$ cat config.mk
export PLATFORM = sky130hd
export DESIGN_NAME = cpu_run_monitor
export DESIGN_NICKNAME = d
export VERILOG_FILES = /design/src/rtl/cpu_run_monitor.sv
export SDC_FILE = /design/constraint.sdc
export NUM_CORES = 1
export LEC_CHECK = 0
export ABC_AREA = 1
export CORE_MARGIN = 2
export CORE_UTILIZATION = 55
export CTS_BUF_LIST = sky130_fd_sc_hd__clkbuf_8
export DETAILED_ROUTE_END_ITERATION = 12
export PLACE_DENSITY = 0.77
export SLEW_MARGIN = 20
export SYNTH_ARGS = -nofsm -noshare
export SYNTH_HDL_FRONTEND = slang
export SYNTH_SLANG_ARGS = --single-unit
$ cat constraint.sdc
create_clock -name clk -period 6.75 [get_ports clk]
set_input_delay 0.675 -clock clk [delete_from_list [all_inputs] [get_ports clk]]
set_output_delay 0.675 -clock clk [all_outputs]
set_load 0.01 [all_outputs]
$ cat src/rtl/cpu_run_monitor.sv
// Run controller beside the core: sequences core reset, counts run cycles and
// event channels, and ends the run on halt, PC self-loop or cycle timeout.
//
// Ports:
//   clk, rst (async, active high), restart (sync pulse)
//   cpu_rst   : registered reset to the core
//   pc        : core program counter
//   halt_req  : core halt indication
//   event_in  : per-channel event strobes
//   sel       : readout channel select
//   count_out : registered counter[sel] (0 when sel >= NUM_CH)
//   cycles    : run-cycle count
//   state     : 0=HOLD 1=RUN 2=HALTED 3=TIMEOUT
//   done      : HALTED or TIMEOUT
//   timed_out : TIMEOUT only
module cpu_run_monitor #(
    parameter int CNT_W       = 32,
    parameter int NUM_CH      = 4,
    parameter int PC_W        = 32,
    parameter int RST_CYCLES  = 4,
    parameter int LOOP_CYCLES = 8,
    parameter int MAX_CYCLES  = 1000
) (
    input  logic                                      clk,
    input  logic                                      rst,
    input  logic                                      restart,
    output logic                                      cpu_rst,
    input  logic [PC_W-1:0]                           pc,
    input  logic                                      halt_req,
    input  logic [NUM_CH-1:0]                         event_in,
    input  logic [((NUM_CH > 1) ? $clog2(NUM_CH) : 1)-1:0] sel,
    output logic [CNT_W-1:0]                          count_out,
    output logic [CNT_W-1:0]                          cycles,
    output logic [1:0]                                state,
    output logic                                      done,
    output logic                                      timed_out
);

    localparam int SEL_W   = (NUM_CH > 1) ? $clog2(NUM_CH) : 1;
    localparam int HOLD_W  = $clog2(RST_CYCLES + 1);
    localparam int LOOP_W  = (LOOP_CYCLES > 1) ? $clog2(LOOP_CYCLES) : 1;
    localparam int LOOP_M1 = (LOOP_CYCLES > 0) ? LOOP_CYCLES - 1 : 0;
    localparam int MAX_M1  = (MAX_CYCLES > 0) ? MAX_CYCLES - 1 : 0;

    typedef enum logic [1:0] {
        S_HOLD    = 2'd0,
        S_RUN     = 2'd1,
        S_HALTED  = 2'd2,
        S_TIMEOUT = 2'd3
    } state_t;

    state_t              r_state;
    state_t              w_next;
    logic                r_cpu_rst;
    logic                r_done;
    logic                r_timed_out;
    logic [HOLD_W-1:0]   r_hold;
    logic [LOOP_W-1:0]   r_loop;
    logic [PC_W-1:0]     r_prev_pc;
    logic [CNT_W-1:0]    r_cycles;
    logic [CNT_W-1:0]    r_cnt [NUM_CH];
    logic [CNT_W-1:0]    r_count_out;
    logic [CNT_W-1:0]    w_sel_val;
    logic                w_pc_eq;
    logic                w_loop_hit;
    logic                w_tmo_hit;

    assign w_pc_eq    = (pc == r_prev_pc);
    // The loop counter holds the number of earlier equal compares, so the
    // LOOP_CYCLES-th consecutive equal compare sees LOOP_CYCLES-1 here.
    assign w_loop_hit = (LOOP_CYCLES != 0) && w_pc_eq &&
                        (r_loop == LOOP_W'(LOOP_M1));
    assign w_tmo_hit  = (MAX_CYCLES != 0) &&
                        (r_cycles == CNT_W'(MAX_M1));

    always_comb begin
        w_next = r_state;
        if (restart) begin
            w_next = S_HOLD;
        end else begin
            case (r_state)
                S_HOLD: begin
                    if (r_hold == HOLD_W'(RST_CYCLES - 1))
                        w_next = S_RUN;
                end
                S_RUN: begin
                    if (halt_req)
                        w_next = S_HALTED;
                    else if (w_loop_hit)
                        w_next = S_HALTED;
                    else if (w_tmo_hit)
                        w_next = S_TIMEOUT;
                end
                default: w_next = r_state;
            endcase
        end
    end

    always_ff @(posedge clk or posedge rst) begin
        if (rst) begin
            r_state     <= S_HOLD;
            r_cpu_rst   <= 1'b1;
            r_done      <= 1'b0;
            r_timed_out <= 1'b0;
        end else begin
            r_state     <= w_next;
            r_cpu_rst   <= (w_next == S_HOLD);
            r_done      <= (w_next == S_HALTED) || (w_next == S_TIMEOUT);
            r_timed_out <= (w_next == S_TIMEOUT);
        end
    end

    always_comb begin
        w_sel_val = '0;
        for (int i = 0; i < NUM_CH; i++) begin
            if (sel == SEL_W'(i))
                w_sel_val = r_cnt[i];
        end
    end

    always_ff @(posedge clk or posedge rst) begin
        if (rst) begin
            r_hold      <= '0;
            r_loop      <= '0;
            r_prev_pc   <= '0;
            r_cycles    <= '0;
            r_count_out <= '0;
            for (int i = 0; i < NUM_CH; i++)
                r_cnt[i] <= '0;
        end else if (restart) begin
            r_hold      <= '0;
            r_loop      <= '0;
            r_prev_pc   <= '0;
            r_cycles    <= '0;
            r_count_out <= '0;
            for (int i = 0; i < NUM_CH; i++)
                r_cnt[i] <= '0;
        end else begin
            // Readout samples pre-update counter values.
            r_count_out <= w_sel_val;
            if (r_state == S_HOLD) begin
                r_hold <= r_hold + 1'b1;
            end else if (r_state == S_RUN) begin
                if (r_cycles != '1)
                    r_cycles <= r_cycles + 1'b1;
                for (int i = 0; i < NUM_CH; i++) begin
                    if (event_in[i] && (r_cnt[i] != '1))
                        r_cnt[i] <= r_cnt[i] + 1'b1;
                end
                r_prev_pc <= pc;
                if (!w_pc_eq)
                    r_loop <= '0;
                else if (r_loop != '1)
                    r_loop <= r_loop + 1'b1;
            end
        end
    end

    assign cpu_rst   = r_cpu_rst;
    assign count_out = r_count_out;
    assign cycles    = r_cycles;
    assign state     = r_state;
    assign done      = r_done;
    assign timed_out = r_timed_out;

endmodule

---- Word level (Yosys, flattened, before mapping) ----
Cells that the tools add are included.
storage, ports and cells
  flip-flop bits (word level) ............. 235
  bits of input ports ..................... 42
  output and inout port bits .............. 69
  logic and storage cells ................. 93
operators by class
  add/subtract/negate cells ............... 7
  eq/ne operators ......................... 18
  multiplexer cells ....................... 32
  reduce and logical (&&, ||, !) cells .... 23
operators by type and width
  cell                                                                     number
  32-bit two-way mux                                                       16
  128-bit two-way mux                                                      3
  32-bit by 1-bit adder with 32-bit output, second input constant          5
  32-bit inequality test, second input constant                            5
  32-bit by 10-bit equality test with 1-bit output, second input constant  1
  32-bit equality test                                                     1
  3-bit two-way mux                                                        7
  3-bit AND reduction                                                      6
  2-bit nonzero test                                                       7
  2-bit two-way mux                                                        5
  2-bit equality test, second input constant                               4
  3-bit by 1-bit adder with 3-bit output, second input constant            2
  2-bit zero test                                                          3
  1-bit logical AND                                                        5
  2-bit by 1-bit equality test with 1-bit output, second input constant    2
  2-bit one-hot mux with 2 select lines                                    1
  3-bit by 2-bit equality test with 1-bit output, second input constant    1
  3-bit equality test, second input constant                               1
  3-bit by 2-bit inequality test with 1-bit output, second input constant  1
  3-bit inequality test, second input constant                             1
  2-bit inequality test, second input constant                             1
  2-bit AND reduction                                                      1
  1-bit logical OR                                                         1

---- Depth between registers and ports, before layout ----
Gate-level depths: netlist of run 1.
  depth after elaboration ................. 8
  depth in mapped cells ................... 13
  gate-level depth less buffers ........... 12

---- Least setup slack after synthesis of run 1 ----
Ideal clock, no wire load.
  kind .................................... register to register
  start ................................... register r_cycles[0] (netlist: cycles[0])
  end ..................................... register r_cycles[10] (netlist: cycles[10])
  library setup time ...................... 0.131 ns
  arrival time ............................ 1.757 ns
  required time ........................... 6.619 ns
  slack ................................... 4.862 ns
  cell stages (with the launch flop) ...... 12
  path buffers ............................ 1
  clock period less this slack ............ 1.888 ns
  cell sequence ........................... dfrtp_1 ha_1 nand2_1 nor2_1 nand2_1 nor3_1 nand2_1 nand2_2 inv_2 buf_2 nand4_1 o21ai_0
between the ends
  word-level cells in the longest chain between the ends .. 5
  elaborated cells between the ends (all ways) .. 8
  classes of those cells .................. 1 x add/sub; 1 x eq/ne; 4 x mux; 2 x reduce/logical
RTL lines
  item                                      RTL line  source
  from (decl)                               60        logic [CNT_W-1:0] r_cycles;
  from (signal assigned)                    145       r_cycles <= r_cycles + 1'b1;
  32-bit by 1-bit adder with 32-bit output  145
  32-bit two-way mux                        144       if (r_cycles != '1)
  32-bit two-way mux                        143       end else if (r_state == S_RUN) begin
  32-bit two-way mux                        141       if (r_state == S_HOLD) begin
  32-bit two-way mux                        130       end else if (restart) begin
Parallel ways exist; a longest one is shown, timed or not. The select of a mux whose other input is x is not followed.
A chain may end at the register's enable or synchronous reset.

---- Worst setup path in the final report of run 1 ----
  start ................................... register r_state[1] (netlist: state[1])
  end ..................................... register r_cycles[14] (netlist: cycles[14])
between the ends
  word-level cells in the longest chain between the ends .. 3
  elaborated cells between the ends (all ways) .. 5
  classes of those cells .................. 2 x eq/ne; 3 x reduce/logical
RTL lines
  item                                                                               RTL line  source
  from (decl)                                                                        52        state_t r_state;
  from (signal assigned)                                                             106       r_state <= w_next;
  2-bit by 1-bit equality test with 1-bit output or 2-bit zero test (tied branches)  143, 141
  2-bit nonzero test (no line) or 2-bit inequality test (tied branches)              n/a
  3-bit AND reduction (no line) (*)                                                  n/a
Mark *: on every way between the ends. The rest lies on a longest branch, timed or not.

==> reports/metrics.yaml, run 1 <==
outcome:
  status: "finished, final reports clean"
power_and_ir_drop:
  switching_share_pct: 27.9
  power_switching_uw: 936
  clockPowerShare_pct: 43.7
  peakVddDrop_uv: 154
  p_comb_share_pct: 11.6
  seqPwrFrac_pct: 44.7
  total_power_uw: 3350
  leakagePower_uw: 0.00707
  p_per_area_nw_per_um2: 201
  p_int_uw: 2410
global_route:
  antenna_found_initial: 0
  grt_use_total_pct: 32.3
  gr-total-overflow: 0
  grt_pass1_wl_um: 72600
  grt_max_degree: 80
  grt_pass1_vias: 13800
clock_tree:
  hold_buffers: 0
  cts_buffer_depth: 3
  numCtsBuffers: 43
  root_buffer: "clkbuf_8"
  cts_tree: "built"
  clk_latency_ps: 570
  worst_setup_hold_path_clk_slew_ps: 60
  cts-resized-gates: 0
  htreeDepth: 2
  cts_setup_buffers: 0
  clock-sinks: 235
synthesis:
  synthArstFlopShare_pct: 100
  synth_area_leader_cell: "dfrtp_1"
  syn_avg_cell_area_um2: 7.01
  synthTopCellsByArea: "dfrtp_1, nand2_1, inv_1, nand3_1, nor2_1"
  ys_ff_latch: 235
  synth_top_area_share_pct: 40.6
  yosysWarnings: 0
  ys_types: 46
  syn-num-nets: 2112
  synth.top_cells.by_count: "nand2_1, dfrtp_1, inv_1"
  syn_inst: 2061
  synth_area_um2: 14400
  synth_most_common_cell: "nand2_1"
  synth_edf_count: 0
  synth-seq-area-share_pct: 40.7
  synth_ff_type: "dfrtp_1"
sta:
  finalHoldViolCount: 0
  finalCritPeriodShare_pct: 48.1
  rsz0062_at_grt: "no"
  worst_pin_slew_ps: 954
  slew-limit-headroom_pct: 36.4
  fin_skew_ps: 24.7
  slew_violations: 0
  fmax_mhz: 308
  setup_viol: 0
  tns_ps: 0
  post-route-min-period_ps: 3250
floorplan:
  fp.dieW_um: 166
  core_um2: 25900
  die_h_um: 166
  placementRows: 59
  io_pins: 111
  start_util_pct: 55.7
  dieArea_um2: 27600
critical_path:
  cp.required_ps: 7160
  arrival_ps: 3660
  cp_max_fo: 36
  endpoint_kind: "register"
  rrSetupSlack_ps: 3500
  start_kind: "register"
  r2r-start: "state[1]$_DFF_PP0_"
  path_delay_family: "simple AND/OR/NAND/NOR gates"
  slowest_delay_ps: 660
  crit_slowest_cell: "nand2_2"
  crit_chain: "inv_1, nand2_1, buf_4, nand2_1, nand2_2, inv_2, nand4_1, o21ai_0"
  path_buf_inv: 3
  worstRegToRegCells: 8
  rr_endpoint: "cycles[14]$_DFFE_PP0P_"
  worst_path_most_repeated_cell: "nand2_1"
  worstSetupPathType: "register to register"
run:
  drv_cap: 0
routing:
  initialDrtViolationCount: 1664
  avgViaCountPerCell: 5.82
  drc: 0
  via_count: 14700
  ant_nets: 0
  wire_per_inst_um: 17.6
  wl_um: 44500
  first_pass_iters: 8
min_path:
  hold_start: "r_cnt[83]$_DFFE_PP0P_"
  hp-class: "register to register"
  whs_path_depth: 2
  whs_endpoint: "r_cnt[83]$_DFFE_PP0P_"
placement:
  hpwlAfterDp_um: 32600
  routabilityCongestion: 0.979
  postPlaceCellArea_um2: 15700
  port_buffers: 110
cells_and_area:
  num-nets-final: 2210
  n_antenna_cell: 0
  area_delta_synth_final_pct: 15.6
  drive_above_1_share_pct: 4.75
  final_area_um2: 16700
layout by cell type, fill, tap and decap left out, types with 2 or more instances in the layout:
cell type,n
nor3b_1,11
buf_4,12
ha_1,9
inv_2,3
clkinvlp_4,3
o22ai_1,13
o211ai_1,30
clkdlybuf4s50_1,109
clkbuf_8,57
nand2_1,574
or2_2,2
o21a_1,2
nand3b_1,5
clkinv_2,7
nor2_2,3
nand2_2,4
nor3_1,104
o31ai_1,8
xor2_1,51
inv_1,232
o21ai_1,13
a21o_1,6
nand4_1,50
dfrtp_1,234
xnor2_1,28
nor4_1,6
a21oi_1,40
nand3_1,165
o221ai_1,18
o21ai_0,152
bufinv_16,2
nor2_1,218
worst register-to-register path, delay by kind of cell, from the launching register on:
| kind | cells | cell delay (ps) |
|---|---|---|
| simple gates | 4 | 1780 |
| buf+inv | 3 | 760 |
| compound gates | 1 | 100 |
| flops | 1 | 460 |
sequential cells by signal (all words and copies together) (netlist names):
| name | flops |
|---|---|
| cpu_rst | 1 |
| done | 1 |
| r_prev_pc | 32 |
| r_loop | 3 |
| state | 2 |
| r_cnt | 128 |
| cycles | 32 |
| timed_out | 1 |
| count_out | 32 |
| r_hold | 3 |
how the worst max path moves through the flow:
stage / start / to / slack, ps / cells past startpoint
after floorplan: rst / count_out[0]$_DFF_PP0_ / 3000 / 1
after detailed placement: restart / cycles[27]$_DFFE_PP0P_ / 3030 / 7
after CTS: state[1]$_DFF_PP0_ / cycles[14]$_DFFE_PP0P_ / 3580 / 8
after global routing: state[1]$_DFF_PP0_ / cycles[31]$_DFFE_PP0P_ / 3200 / 8
final: state[1]$_DFF_PP0_ / cycles[14]$_DFFE_PP0P_ / 3500 / 8
after global placement: restart / cycles[2]$_DFFE_PP0P_ / 3110 / 7
kinds of logic after synthesis:
| family | Yosys count | share of synthesized area [%] |
|---|---|---|
| adder cells (fa/ha/maj) | 9 | 0.780 |
| XOR/XNOR | 79 | 4.79 |
| flip-flops | 235 | 40.7 |
| AND/OR/NAND/NOR | 1149 | 34.0 |
| AO/OA/AOI/OAI | 287 | 11.4 |
| buffers and inverters | 302 | 8.26 |
area by class of cell:
class                      instances  area [um^2]
inverter                         232          882
clock buffer                      57          785
sequential                       235         5880
fill                            2324         9220
tap                              335          419
clock inverter                    18          136
multi-input combinational       1524         7380
timing repair buffer             123         1210
metal layers:
| layer | share of wire (%) | wire length, um | track usage, % |
|---|---|---|---|
| met3 | 8.2 | 3650 | 5.00 |
| met4 | 4.5 | 1980 | 14.3 |
| met5 | 0 | 0 | 0 |
| met2 | 45 | 20100 | 50.7 |
| met1 | 42 | 18700 | 44.6 |
per-stage QoR:
stage	util, %	worst slack [ps]	hold slack [ps]	instances
2_1_floorplan	-	3000	449	2061
3_3_place_gp	60.7	3110	465	2448
3_5_place_dp	60.7	3030	496	2448
4_1_cts	64.3	3580	514	2523
5_1_grt	64.4	3200	525	2524
6_report	64.4	3500	512	2524
power by group through the flow:
| stage | Sequential (uW) | Clock [uW] | Combinational, uW |
|---|---|---|---|
| floorplan | 1520 | 0 | 243 |
| global placement | 1520 | 0 | 376 |
| detailed placement | 1520 | 0 | 384 |
| CTS | 1500 | 1480 | 385 |
| global route | 1500 | 1550 | 432 |
| finish | 1500 | 1460 | 389 |
No activity file was read; power rests on OpenSTA's default activity.
==> run 2: changes to the inputs <==
==> constraint.sdc (replaced) <==
create_clock -name clk -period 2.9 [get_ports clk]
set_input_delay 0.29 -clock clk [delete_from_list [all_inputs] [get_ports clk]]
set_output_delay 0.29 -clock clk [all_outputs]
set_load 0.01 [all_outputs]
==> reports/metrics.yaml, run 2 (synthesized netlist as in run 1, its figures left out) <==
outcome:
  status: "finished, final reports clean"
critical_path:
  crit_slowest_cell: "dfrtp_1"
  start_kind: "register"
  endpoint_kind: "register"
  crit_chain: "ha_1, nand2_1, nor2_1, nand2_1, nor2_2, nand3_1, nand2_1, inv_1, nand2_1, o21ai_0, a21oi_1"
  rr_endpoint: "r_cnt[41]$_DFFE_PP0P_"
  worstRegToRegCells: 11  # +3
  worstSetupPathType: "register to register"
  r2r-start: "r_cnt[32]$_DFFE_PP0P_"
  worst_path_most_repeated_cell: "nand2_1"
  arrival_ps: 3110  # -550 ps
  worstSetupStartpoint: "r_cnt[32]$_DFFE_PP0P_"
  cp_max_fo: 12  # -67%
  cp_num_cells: 11  # +3
  path_delay_family: "simple AND/OR/NAND/NOR gates"
  worstSetupEndpoint: "r_cnt[41]$_DFFE_PP0P_"
  slowest_delay_ps: 560  # -100 ps
  rrSetupSlack_ps: 290  # -3220 ps
  path_buf_inv: 1  # -2
  cp.required_ps: 3390  # -3770 ps
routing:
  wl_um: 46300  # +4.1%
  via_count: 14600  # -0.57%
  drc: 0  # unchanged
  avgViaCountPerCell: 5.76  # -1.0%
  topRoutingLayerUsed: "met5"
  initialDrtViolationCount: 1611  # -3.2%
  wl_met1_um: 19300  # +3.2%
  met2_length_um: 20700  # +2.9%
  first_pass_iters: 5  # -3
  wl_met3_um: 4260  # +17%
  wire_per_inst_um: 18.3  # +3.6%
  ant_nets: 0  # unchanged
clock_tree:
  clk_latency_ps: 570  # about the same
  cts_tree: "built"
  cts_buffer_depth: 3  # unchanged
  numCtsBuffers: 43  # unchanged
  htreeDepth: 2  # unchanged
  clock-sinks: 235  # unchanged
  root_buffer: "clkbuf_8"
  worst_setup_hold_path_clk_slew_ps: 60  # about the same
  hold_buffers: 0  # unchanged
  cts_setup_buffers: 0  # unchanged
  cts-resized-gates: 0  # unchanged
placement:
  routabilityCongestion: 0.973  # -0.58%
  port_buffers: 110  # unchanged
  hpwlAfterDp_um: 34200  # +4.8%
  dpl_worst_slack_ps: 329  # -2700 ps
sta:
  post-route-min-period_ps: 2610  # -634 ps
  fin_skew_ps: 19.4  # -5.32 ps
  slew_violations: 0  # unchanged
  finalHoldViolCount: 0  # unchanged
  finalCritPeriodShare_pct: 90.2  # +42 points
  holdWs_ps: 110  # -402 ps
  setup_viol: 0  # unchanged
  rsz0062_at_grt: "no"
  slew-limit-headroom_pct: 30.5  # -5.9 points
  worst_pin_slew_ps: 1040  # +87.7 ps
  layout_setup_ws_ps: 285  # -3220 ps
  fmax_mhz: 382  # +24%
floorplan:
  placementRows: 59  # unchanged
  fp.dieW_um: 166  # unchanged
  core_um2: 25900  # unchanged
  dieArea_um2: 27600  # unchanged
  die_h_um: 166  # unchanged
  io_pins: 111  # unchanged
  start_util_pct: 55.7  # unchanged
cells_and_area:
  regMostFlops: "r_cnt"
  drive_above_1_share_pct: 5.00  # +0.25 points
  area_delta_synth_final_pct: 16.2
  final_common_cell: "nand2_1"
  ff_latch_area_um2: 5880  # unchanged
  multi_input_area_um2: 7380  # unchanged
  n_antenna_cell: 0  # unchanged
  fill_cells: 2350  # +1.1%
  largest_reg_flops: 128  # unchanged
  num-nets-final: 2219  # +0.41%
  final_cell_mix: "nand2_1, inv_1, dfrtp_1, nor2_1, nand3_1"
  final_core_utilization_pct: 64.7  # +0.33 points
min_path:
  hp-class: "primary input to async pin"
global_route:
  grt_max_degree: 79  # -1.3%
  grt_pass1_wl_um: 74000  # +1.9%
  antenna_found_initial: 1  # +1
  grt_pass1_vias: 13700  # -0.66%
  gr-total-overflow: 0  # unchanged
  grt_use_total_pct: 33.5  # +1.2 points
power_and_ir_drop:
  peakVddDrop_uv: 378  # +150%
  leakagePower_uw: 0.00713  # +0.88%
  p_per_area_nw_per_um2: 464  # +130%
run:
  drv_cap: 0  # unchanged
## run 2: power breakdown
part	switching [uW]	total, uW	leakage (uW)	internal [uW]
combinational	620	923	0.00336	304
clock	1490	3370	0.000513	1880
sequential	89.4	3480	0.00326	3390
total	2200	7780	0.00713	5580
## run 2: area by class of cell
class                   instances  area share [%]
multi-input cells            1524            44.0
flip-flops and latches        235            35.1
repair buffers                132            7.74
inverters                     232            5.26
clock buffers                  55            4.51
well taps                     335            2.50
clock inverters                23           0.932
## run 2: worst min-delay path by stage
stage,start,end,slack (ps),cells after the start
2_1_floorplan,pc[0],r_prev_pc[0]$_DFFE_PP0P_,400,2
3_3_place_gp,r_cnt[83]$_DFFE_PP0P_,r_cnt[83]$_DFFE_PP0P_,470,2
3_5_place_dp,r_cnt[83]$_DFFE_PP0P_,r_cnt[83]$_DFFE_PP0P_,470,2
4_1_cts,rst,r_cnt[61]$_DFFE_PP0P_,100,2
5_1_grt,rst,r_cnt[63]$_DFFE_PP0P_,140,2
6_report,rst,r_cnt[61]$_DFFE_PP0P_,110,2
## run 2: per-layer routing
| layer | GRT usage, % | vias up |
|---|---|---|
| met5 | 0 | - |
| met4 | 14.3 | 2 |
| met3 | 7.03 | 118 |
| met2 | 52.2 | 687 |
| met1 | 45.7 | 6816 |
| li1 | - | 6981 |
## run 2: per-stage QoR
stage / area (um^2) / instances / setup TNS [ps] / total power, uW
after detailed placement: 15900 / 2458 / 0 / 4450
after floorplan: 14400 / 2061 / -109300 / 4090
after global routing: 16800 / 2536 / 0 / 8100
after global placement: 15900 / 2458 / 0 / 4440
final: 16800 / 2536 / 0 / 7780
after CTS: 16800 / 2536 / 0 / 7830
